[config.mk]
export PLATFORM = sky130hd
export DESIGN_NAME = vga_sync_gen_flat
export DESIGN_NICKNAME = d
export VERILOG_FILES = /design/src/rtl/vga_sync_gen_if.sv /design/src/rtl/vga_sync_gen.sv /design/src/flat_wrapper.sv
export SDC_FILE = /design/constraint.sdc
export NUM_CORES = 1
export LEC_CHECK = 0
export ABC_CLOCK_PERIOD_IN_PS = 2600
export BUFFER_PORTS_ARGS = -buffer_cell sky130_fd_sc_hd__buf_4
export CAP_MARGIN = 40
export CORE_MARGIN = 3
export CORE_UTILIZATION = 49
export CTS_CLUSTER_SIZE = 20
export DETAILED_ROUTE_END_ITERATION = 10
export PLACE_DENSITY = 0.75
export SLEW_MARGIN = 0
export SYNTH_ARGS = -nofsm -noshare
export SYNTH_HDL_FRONTEND = slang
export SYNTH_SLANG_ARGS = --single-unit
[constraint.sdc]
create_clock -name clk -period 2.6 [get_ports clk]
set_clock_uncertainty 0.05 [all_clocks]
set_input_delay 0 -clock clk [delete_from_list [all_inputs] [get_ports clk]]
set_output_delay 0 -clock clk [all_outputs]
set_load 0.02 [all_outputs]
[src/rtl/vga_sync_gen_if.sv]
// vga_sync_gen_if
// Bundles the timing outputs of the VGA sync generator so that downstream
// stages (character generator, pixel pipeline) can take one port.
//   p_tick      : pixel enable, one clk in every DIV
//   pixel_x     : current horizontal count
//   pixel_y     : current vertical count
//   video_on    : high inside the visible area
//   hsync       : horizontal sync, active-low
//   vsync       : vertical sync, active-low
//   frame_start : one-clk strobe at the first pixel of each frame
// master = the generator, slave = a consumer.
interface vga_sync_gen_if;
    logic       p_tick;
    logic [9:0] pixel_x;
    logic [9:0] pixel_y;
    logic       video_on;
    logic       hsync;
    logic       vsync;
    logic       frame_start;

    modport master (
        output p_tick, pixel_x, pixel_y, video_on, hsync, vsync, frame_start
    );

    modport slave (
        input  p_tick, pixel_x, pixel_y, video_on, hsync, vsync, frame_start
    );
endinterface

[src/rtl/vga_sync_gen.sv]
// vga_sync_gen
// Sync and pixel-coordinate generator for a 640x480 @ 60 Hz VGA path.
// Divides clk down to the pixel rate, runs the horizontal and vertical
// counters and produces registered, glitch-free sync/blanking outputs that
// are aligned with the coordinates in the same cycle.
// Ports:
//   clk  : system clock, single domain
//   rst  : asynchronous, active-low reset
//   vga  : master side of vga_sync_gen_if (p_tick, pixel_x, pixel_y,
//          video_on, hsync, vsync, frame_start)
// H_DISP+H_FP+H_SYNC+H_BP and V_DISP+V_FP+V_SYNC+V_BP must not exceed 1024;
// DIV must be 1..16.
module vga_sync_gen #(
    parameter int DIV    = 4,
    parameter int H_DISP = 640,
    parameter int H_FP   = 16,
    parameter int H_SYNC = 96,
    parameter int H_BP   = 48,
    parameter int V_DISP = 480,
    parameter int V_FP   = 10,
    parameter int V_SYNC = 2,
    parameter int V_BP   = 33
) (
    input  logic           clk,
    input  logic           rst,
    vga_sync_gen_if.master vga
);

    localparam int H_TOTAL = H_DISP + H_FP + H_SYNC + H_BP;
    localparam int V_TOTAL = V_DISP + V_FP + V_SYNC + V_BP;
    localparam int DW      = (DIV > 1) ? $clog2(DIV) : 1;

    localparam logic [DW-1:0] DIV_LAST = DW'(DIV - 1);
    localparam logic [9:0]    H_LAST   = 10'(H_TOTAL - 1);
    localparam logic [9:0]    V_LAST   = 10'(V_TOTAL - 1);

    // Decode bounds are 11 bits so a total of exactly 1024 cannot overflow.
    localparam logic [10:0] H_VIS_END = 11'(H_DISP);
    localparam logic [10:0] HS_BEG    = 11'(H_DISP + H_FP);
    localparam logic [10:0] HS_END    = 11'(H_DISP + H_FP + H_SYNC);
    localparam logic [10:0] V_VIS_END = 11'(V_DISP);
    localparam logic [10:0] VS_BEG    = 11'(V_DISP + V_FP);
    localparam logic [10:0] VS_END    = 11'(V_DISP + V_FP + V_SYNC);

    logic [DW-1:0] div_cnt;
    logic [DW-1:0] div_nxt;
    logic [9:0]    h_cnt;
    logic [9:0]    h_nxt;
    logic [9:0]    v_cnt;
    logic [9:0]    v_nxt;
    logic          tick;
    logic          hsync_q;
    logic          vsync_q;
    logic          video_q;
    logic          hsync_d;
    logic          vsync_d;
    logic          video_d;

    // With DIV=1 div_cnt is stuck at 0 and tick is permanently high.
    assign tick = (div_cnt == DIV_LAST);

    always_comb begin
        div_nxt = tick ? '0 : div_cnt + DW'(1);
        h_nxt   = h_cnt;
        v_nxt   = v_cnt;
        if (tick) begin
            if (h_cnt == H_LAST) begin
                h_nxt = '0;
                v_nxt = (v_cnt == V_LAST) ? '0 : v_cnt + 10'd1;
            end else begin
                h_nxt = h_cnt + 10'd1;
            end
        end

        // Decode the next-state counters so the registered flags line up
        // with pixel_x/pixel_y in the cycle they are presented.
        hsync_d = !(({1'b0, h_nxt} >= HS_BEG) && ({1'b0, h_nxt} < HS_END));
        vsync_d = !(({1'b0, v_nxt} >= VS_BEG) && ({1'b0, v_nxt} < VS_END));
        video_d = ({1'b0, h_nxt} < H_VIS_END) && ({1'b0, v_nxt} < V_VIS_END);
    end

    always_ff @(posedge clk or negedge rst) begin
        if (!rst) begin
            div_cnt <= '0;
            h_cnt   <= '0;
            v_cnt   <= '0;
            hsync_q <= 1'b1;
            vsync_q <= 1'b1;
            video_q <= 1'b0;
        end else begin
            div_cnt <= div_nxt;
            h_cnt   <= h_nxt;
            v_cnt   <= v_nxt;
            hsync_q <= hsync_d;
            vsync_q <= vsync_d;
            video_q <= video_d;
        end
    end

    // Strobes are gated by rst so they drop immediately on reset assertion,
    // which matters for DIV=1 where tick is high even while in reset.
    assign vga.p_tick      = rst & tick;
    assign vga.frame_start = rst & tick & (h_cnt == 10'd0) & (v_cnt == 10'd0);
    assign vga.pixel_x     = h_cnt;
    assign vga.pixel_y     = v_cnt;
    assign vga.hsync       = hsync_q;
    assign vga.vsync       = vsync_q;
    assign vga.video_on    = video_q;

endmodule

[src/flat_wrapper.sv]
// flat-port wrapper written by rule: the top's interface ports become plain ports
module vga_sync_gen_flat 
#(
    parameter int DIV    = 4,
    parameter int H_DISP = 640,
    parameter int H_FP   = 16,
    parameter int H_SYNC = 96,
    parameter int H_BP   = 48,
    parameter int V_DISP = 480,
    parameter int V_FP   = 10,
    parameter int V_SYNC = 2,
    parameter int V_BP   = 33
)
  (clk, rst, vga_p_tick, vga_pixel_x, vga_pixel_y, vga_video_on, vga_hsync, vga_vsync, vga_frame_start);
  vga_sync_gen_if vga_i ();
  input  logic clk;
  input  logic rst;
  output wire logic [$bits(vga_i.p_tick)-1:0] vga_p_tick;
  output wire logic [$bits(vga_i.pixel_x)-1:0] vga_pixel_x;
  output wire logic [$bits(vga_i.pixel_y)-1:0] vga_pixel_y;
  output wire logic [$bits(vga_i.video_on)-1:0] vga_video_on;
  output wire logic [$bits(vga_i.hsync)-1:0] vga_hsync;
  output wire logic [$bits(vga_i.vsync)-1:0] vga_vsync;
  output wire logic [$bits(vga_i.frame_start)-1:0] vga_frame_start;
  assign vga_p_tick = vga_i.p_tick;
  assign vga_pixel_x = vga_i.pixel_x;
  assign vga_pixel_y = vga_i.pixel_y;
  assign vga_video_on = vga_i.video_on;
  assign vga_hsync = vga_i.hsync;
  assign vga_vsync = vga_i.vsync;
  assign vga_frame_start = vga_i.frame_start;
  vga_sync_gen #(.DIV(DIV), .H_DISP(H_DISP), .H_FP(H_FP), .H_SYNC(H_SYNC), .H_BP(H_BP), .V_DISP(V_DISP), .V_FP(V_FP), .V_SYNC(V_SYNC), .V_BP(V_BP)) u_core (.clk(clk), .rst(rst), .vga(vga_i));
endmodule
# After elaboration in Yosys (flattened, before gate mapping)
# Index checks and enable logic that the tools add are counted.
# Widths: inputs -> output; s select.
# totals
reg_bits	25
latch_bits	0
ram_bits	0
rom_bits	0
in_bits	2
out_inout_bits	25
word_cells	34
memories	0
# op_classes
n_addsub	3
n_mul	0
n_div	0
order_cmp	6
eq_ne	3
shifts	0
mux	6
bitwise	3
n_reduce_logical	7
# ops
cell	n
$mux 10	5
$add 10x1->10 const B	2
$eq 10x10->1 const B	2
$logic_not 10->1	2
$lt 10x10->1 const B	2
$lt 10x9->1 const B	2
$ge 10x10->1 const B	1
$ge 10x9->1 const B	1
$and 1x1->1	3
$logic_and 1x1->1	3
$add 2x1->2 const B	1
$eq 2x2->1 const B	1
$logic_not 1->1	2
$mux 2	1

# Logic depth before layout (Yosys ltp)
# Gate-level depths: netlist of run 1.
# depth
word_depth	7
depth_mapped	8
mapped_depth_nobuf	7

# Least setup slack after synthesis of run 1
# Ideal clock, no wire load.
# synth_timing
path_kind	flip-flop to flip-flop
startpoint	register u_core.h_cnt[5], in the netlist u_core.vga.pixel_x[5]
endpoint	register u_core.video_q, in the netlist u_core.vga.video_on
setup_ps	132
arrival_time_ps	2302
required_time_ps	2418
path_slack_ps	116
stages_incl_launch_ff	8
n_path_buf	2
period_less_slack_ps	2484
cell_sequence	dfrtp_1 -> buf_6 -> or3_4 -> or4_4 -> buf_6 -> or3_4 -> a221oi_2 -> a211oi_1
# synth_between
elab_chain_len	5
word_cells_on_any_way	9
classes_between	add/sub: 1; order compare: 2; eq/ne: 1; mux: 4; reduce/logical: 1
# synth_lines
item	line	rtl
from (decl)	vga_sync_gen.sv:47	logic [9:0] h_cnt;
from (signal assigned)	vga_sync_gen.sv:92	h_cnt <= h_nxt;
$add 10x1->10 or $eq 10x10->1 (tied branches)	vga_sync_gen.sv:71, vga_sync_gen.sv:67	
$mux 10	vga_sync_gen.sv:67	if (h_cnt == H_LAST) begin
$mux 10	vga_sync_gen.sv:66	if (tick) begin
$lt 10x10->1 or $lt 10x9->1 (tied branches)	vga_sync_gen.sv:79	video_d = ({1'b0, h_nxt} < H_VIS_END) && ({1'b0, v_nxt} < V_VIS_END);
$logic_and 1x1->1 *	vga_sync_gen.sv:79	
named net u_core.video_d	vga_sync_gen.sv:57	logic video_d;
to (signal assigned)	vga_sync_gen.sv:96	video_q <= video_d;
to (decl)	vga_sync_gen.sv:54	logic video_q;
# Mark *: on every way through the listed nets, which the timed path passes. The rest lies on a longest branch.

# Worst setup path after layout of run 1
# Ends and elaborated chain as after synthesis.

==> results.md, run 1 <==
* Antenna violations before repair at 0
* Hold Path Class: input pin to asynchronous set/reset pin
* Row count at 19
* ANT nets after route at 0
* Worst vdd ir at 0.287 mV
* Post-Layout Cell Count at 216
* Worst slew pin tran at 0.483 ns
* Fin. max-slew vios at 0
* DR vias/cell at 6.12
* H-tree Lvls at 1
* Post-Route WL at 3.44 mm
* Placer Congestion at 0.950
* Hold Buf Count CTS at 1
* Min Tclk post-route at 2.47 ns
* Status: complete, no violations
* Startpoint types: register
* Unique masters post-synth at 43
* Clk buf depth at 2
* Main flop type after synthesis: dfrtp_1
* Period utilization at 95.0%
* Worst EP required at 2.75 ns
* Mapped cell area at 1450 sq um
* Worst skew pair latency at 0.32 ns
* Crit Path Max Fanout at 9
* Max-cap viol count at 0
* Layout cells sized above 1 at 24.9%
* DIE WIDTH at 60.3 microns
* Fmax at 0.405 GHz
* CTS tree: yes
* Power, Total at 0.573 mW
* RSZ-0062 raised after global routing: false
* Post-Syn Nets at 162
* DR pass1 iterations at 4
* Clock Pin Slew Worst Setup and Hold Paths at 0.14 ns
* Pleak at 0.779 nW
* Synth Instances at 155
* I/O Buffers at 26
* Post-CTS Resized at 0
* Largest cells by area after synthesis: dfrtp_1 (40%), nand3_1 (5.2%), ha_1 (4.3%)
* Post-CTS setup buffer count at 0
* Worst EP arrival at 2.63 ns
* Clock sink count at 25
* DIE AREA at 3640 sq um
* Crit end category: register
* CORE AREA at 2780 sq um
* Ys async rst share at 100%
* Ant. Diodes at 0
* Seq/Total Area, Yosys at 43.4%
* # IOs at 27
* Count leader, synth: dfrtp_1
* DIE HEIGHT at 60.3 microns
* Largest area contributor in the netlist: dfrtp_1
* First-pass GRT wire length at 5.71 mm
* # setup viols final at 0
* Clock root cell: clkbuf_4
* Initial Util at 52.0%
* Layout area overhead at 18.7%
* YS warnings at 0
* HPWL after DPL at 2.60 mm
* Largest net degree at the start of global routing at 27
* Drc violations at 0
* 1st-iter DRT viols at 54
* Setup CP Type: register to register
* Vias at 1322
* Worst Hold Slack at 0.0511 ns
* Routed len/inst at 15.9 microns
* Cell Pwr Density at 334 nW/um^2
* EDFF count, synth at 0
* Slew margin rel. at 67.5%
* #FFs+latches synth at 25
* Synth top area share at 39.8%
* Total grt overflow at 0
* Placed insts at 211
* Number of buffers created by CTS at 3
* Final hold vios at 0
* Syn Area/Cell at 9.33 sq um
* Final setup TNS at 0 ns
* Vias in the first global route at 1194
* Post-synth top cells: dfrtp_1 (23), nand2_1 (16), nand3_1 (15)
* Total GRT Usage at 20.8%
* Final nets at 193
-- kinds of logic after synthesis --
| logic type | share of synthesized area (%) |
|---|---|
| buffers and inverters | 5.02 |
| DFF | 43.4 |
| AOI/OAI and AO/OA | 12.5 |
| muxes | 2.16 |
| xor gates and xnor gates | 4.24 |
| and+or+nand+nor | 28.3 |
| adders and majority gates | 4.33 |
-- cells in the final DEF (no fill, tap or decap), drive strengths merged, types with 3 or more instances in the layout --
master   n
buf     31
dfrtp   23
nand2   16
nand3   15
inv      9
o21ai    9
nor2     8
nand4    7
nor3     5
xnor2    5
ha       5
and2     5
nor4     5
and3     4
or3      4
clkbuf   3
-- layout make-up --
class | count | area [sq um]
fill | 246 | 1060
inverter | 9 | 33.8
sequential | 25 | 628
clock inverter | 1 | 5.00
clock buffer | 3 | 22.5
timing repair buffer | 32 | 243
multi-input combinational | 115 | 746
tap | 31 | 38.8
-- per-layer routing --
layer | up-vias | global-route usage [%] | wire length, microns
li1 | 631 | - | -
met1 | 643 | 30.3 | 1630
met2 | 41 | 31.6 | 1550
met3 | 7 | 3.83 | 205
met4 | 0 | 6.33 | 50
met5 | - | 0 | 0
-- flip-flops by register name (all words and copies together) (netlist names) --
signal and cells:
u_core.vga.video_on 1, u_core.vga.hsync 1, u_core.vga.pixel_x 10, u_core.vga.pixel_y 10
u_core.div_cnt 2, u_core.vga.vsync 1
-- critical path, cell delays in order (launching register included) --
cell	delay, ns
dfrtp_1	0.49
or3_4	0.41
or3_1	0.36
or4_1	0.55
a221oi_2	0.36
a211oi_1	0.12
-- worst paths after layout --
| kind | from | to | slack (ns) | cells past startpoint |
|---|---|---|---|---|
| setup / recovery | u_core.vga.pixel_x[5] | u_core.vga.video_on | 0.13 | 5 |
| hold / removal | rst | u_core.vga.pixel_x[4] | 0.05 | 2 |
| setup reg to reg | u_core.vga.pixel_x[5] | u_core.vga.video_on | 0.13 | 5 |
| hold reg to reg | u_core.div_cnt[0] | u_core.div_cnt[0] | 0.39 | 1 |
| max in group asynchronous | rst | u_core.vga.vsync | 2.15 | 2 |
| min in group clk | u_core.div_cnt[0] | u_core.div_cnt[0] | 0.39 | 1 |
-- per-stage QoR --
step	worst slack, ns	utilization [%]	instance area [sq um]
after CTS	0.153	61.7	1720
after detailed placement	0.180	60.4	1680
after global placement	0.252	60.4	1680
after floorplan	0.116	-	1450
final	0.129	61.7	1720
after global routing	0.0695	61.7	1720
-- power breakdown --
part / internal [mW] / switching, mW / total (mW)
sequential: 0.389 / 0 / 0.389
clock: 0.0576 / 0.117 / 0.175
combinational: 0.00200 / 0.00746 / 0.00946
total: 0.449 / 0.125 / 0.573
No activity file was read; power rests on OpenSTA's default activity.
==> inputs of run 2 (changes only) <==
CORE_ASPECT_RATIO = 0.5   (was not set)
==> results.md, run 2 (synthesized netlist as in run 1, its figures left out) <==
* 1st-iter DRT viols at 100 (was 54)
* Reg-to-Reg End: u_core.vga.video_on (unchanged)
* DR pass1 iterations at 4 (unchanged)
* Vias in the first global route at 1217 (was 1194)
* Slowest stage delay, CP at 0.56 ns (was 0.55 ns)
* Dpl ws at 0.154 ns (was 0.180 ns)
* Number of buffers created by CTS at 3 (unchanged)
* Reg2Reg Depth at 5 (unchanged)
* Layout cells sized above 1 at 25.5% (was 24.9%)
* H-tree Lvls at 1 (unchanged)
* Comb power frac at 1.5% (was 1.7%)
* CP Buf/Inv Count at 0 (unchanged)
* FILL cells at 245 (was 246)
* DR vias/cell at 5.84 (was 6.12)
* Vias at 1313 (was 1322)
* # IOs at 27 (unchanged)
* Worst r2r src: u_core.vga.pixel_x[7] (was u_core.vga.pixel_x[5])
* Final setup TNS at 0 ns (unchanged)
* Worst vdd ir at 0.201 mV (was 0.287 mV)
* Min Tclk post-route at 2.47 ns (about the same)
* Fin. max-slew vios at 0 (unchanged)
* Worst Hold Slack at 0.115 ns (was 0.0511 ns)
* Ant. Diodes at 0 (unchanged)
* Slew margin rel. at 61.4% (was 67.5%)
* Hold Path Class: input pin to asynchronous set/reset pin (unchanged)
* Max-cap viol count at 0 (unchanged)
* Placer Congestion at 0.857 (was 0.950)
* Worst EP arrival at 2.57 ns (was 2.63 ns)
* Initial Util at 53.6% (was 52.0%)
* HPWL after DPL at 2.51 mm (was 2.60 mm)
* R2R setup slack at 0.13 ns (about the same)
* Worst path slowest cell: or4_1 (unchanged)
* Net Sw Power at 0.131 mW (was 0.125 mW)
* DIE HEIGHT at 44.4 microns (was 60.3 microns)
* Pleak at 0.799 nW (was 0.779 nW)
* Largest net degree at the start of global routing at 27 (unchanged)
* Crit Path Max Fanout at 7 (was 9)
* Worst setup margin at 0.130 ns (was 0.129 ns)
* Layout area overhead at 22.0% (was 18.7%)
* Post-CTS Resized at 0 (unchanged)
* DIE WIDTH at 82.8 microns (was 60.3 microns)
* Crit-path cells: or3_4 > or3_1 > or4_1 > a221oi_2 > a211oi_1 (unchanged)
* Commonest non-fill, non-tap cells in the layout: buf_4 (34), dfrtp_1 (23), nand2_1 (16) (was buf_4 (31), dfrtp_1 (23), nand2_1 (16))
* Final hold vios at 0 (unchanged)
* Row count at 13 (was 19)
* Period utilization at 95.0% (about the same)
* Clock power share at 36.9% (was 30.5%)
* Worst slew pin tran at 0.575 ns (was 0.483 ns)
* Clk buf depth at 2 (unchanged)
* Antenna violations before repair at 0 (unchanged)
* Area of the multi-input gates at 746 sq um (unchanged)
* Status: complete, no violations (unchanged)
* Setup CP Type: register to register (unchanged)
* Post-Route WL at 3.37 mm (was 3.44 mm)
* Register area at 628 sq um (unchanged)
* Critical path's top delay family: simple AND/OR/NAND/NOR gates (unchanged)
* Total GRT Usage at 19.8% (was 20.8%)
* Sw Share at 20.7% (was 21.8%)
* Clock root cell: clkbuf_8 (was clkbuf_4)
* Cell Pwr Density at 358 nW/um^2 (was 334 nW/um^2)
* Leading cell type in the layout, fill and taps excluded: buf_4 (unchanged)
* Total grt overflow at 0 (unchanged)
* Routed len/inst at 15.0 microns (was 15.9 microns)
* Crit end category: register (unchanged)
* RSZ-0062 raised after global routing: false (unchanged)
* Fmax at 0.405 GHz (about the same)
* Final Util at 65.3% (was 61.7%)
* Drc violations at 0 (unchanged)
* Worst EP required at 2.70 ns (was 2.75 ns)
* GR Layer Usage met1 at 28.0% (was 30.3%)
* Final nets at 196 (was 193)
* Power Internal at 0.500 mW (was 0.449 mW)
* Grt met3 use at 5.02% (was 3.83%)
* # setup viols final at 0 (unchanged)
* GR peak layer: met2 (unchanged)
* I/O Buffers at 26 (unchanged)
* CORE AREA at 2700 sq um (was 2780 sq um)
* Startpoint types: register (unchanged)
* Worst skew pair latency at 0.27 ns (was 0.32 ns)
* CTS tree: yes (unchanged)
* DIE AREA at 3680 sq um (was 3640 sq um)
* Clock sink count at 25 (unchanged)
* Clock Pin Slew Worst Setup and Hold Paths at 0.09 ns (was 0.14 ns)
* First-pass GRT wire length at 5.81 mm (was 5.71 mm)
* Seq pwr share at 61.6% (was 67.8%)
* Met2 Use GR at 31.1% (was 31.6%)
* ANT nets after route at 0 (unchanged)
run 2: worst max-delay path by stage:
stage                                startpoint             endpoint  depth (start not counted)
after floorplan           u_core.vga.pixel_x[5]  u_core.vga.video_on                          7
after global routing      u_core.vga.pixel_x[7]     u_core.vga.vsync                          6
after detailed placement  u_core.vga.pixel_x[7]  u_core.vga.video_on                          5
after CTS                 u_core.vga.pixel_x[7]  u_core.vga.video_on                          5
after global placement    u_core.vga.pixel_x[7]  u_core.vga.video_on                          5
final                     u_core.vga.pixel_x[7]  u_core.vga.video_on                          5
run 2: routing by layer:
metal	vias to the layer above	part of all wire, %
li1	632	-
met1	633	47
met2	44	45
met3	4	6.6
met4	0	0.71
met5	-	0
run 2: final cells by class:
| type | instances | share of cell area [%] |
|---|---|---|
| multi-input cells | 115 | 42.3 |
| flip-flops and latches | 25 | 35.6 |
| repair buffers | 35 | 15.0 |
| well taps | 37 | 2.62 |
| clock buffers | 4 | 2.55 |
| inverters | 9 | 1.91 |
run 2: worst reg2reg max path, delay by kind of cell (launching register included):
| family | cells | cell delay, ns |
|---|---|---|
| AO/OA/AOI/OAI | 2 | 0.47 |
| AND/OR/NAND/NOR | 3 | 1.37 |
| flip-flops | 1 | 0.46 |
run 2: metrics by stage:
step,cells,cell area (sq um),power (mW)
after global placement,220,1710,0.405
after CTS,225,1760,0.637
after detailed placement,220,1710,0.405
final,225,1760,0.631
after floorplan,155,1450,0.396
after global routing,225,1760,0.652
run 2: power by group through the flow:
stage          clock network, mW   logic (mW)  registers, mW
5_1_grt                    0.252       0.0115          0.389
4_1_cts                    0.238       0.0103          0.389
3_5_place_dp                   0      0.00913          0.396
3_3_place_gp                   0      0.00901          0.396
6_report                   0.233      0.00963          0.389
2_1_floorplan                  0  0.000000354          0.396
run 2: timing repair:
action,CTS,global route
buffers inserted,0,0
endpoints found under the hold margin,25,0
hold buffers,1,0
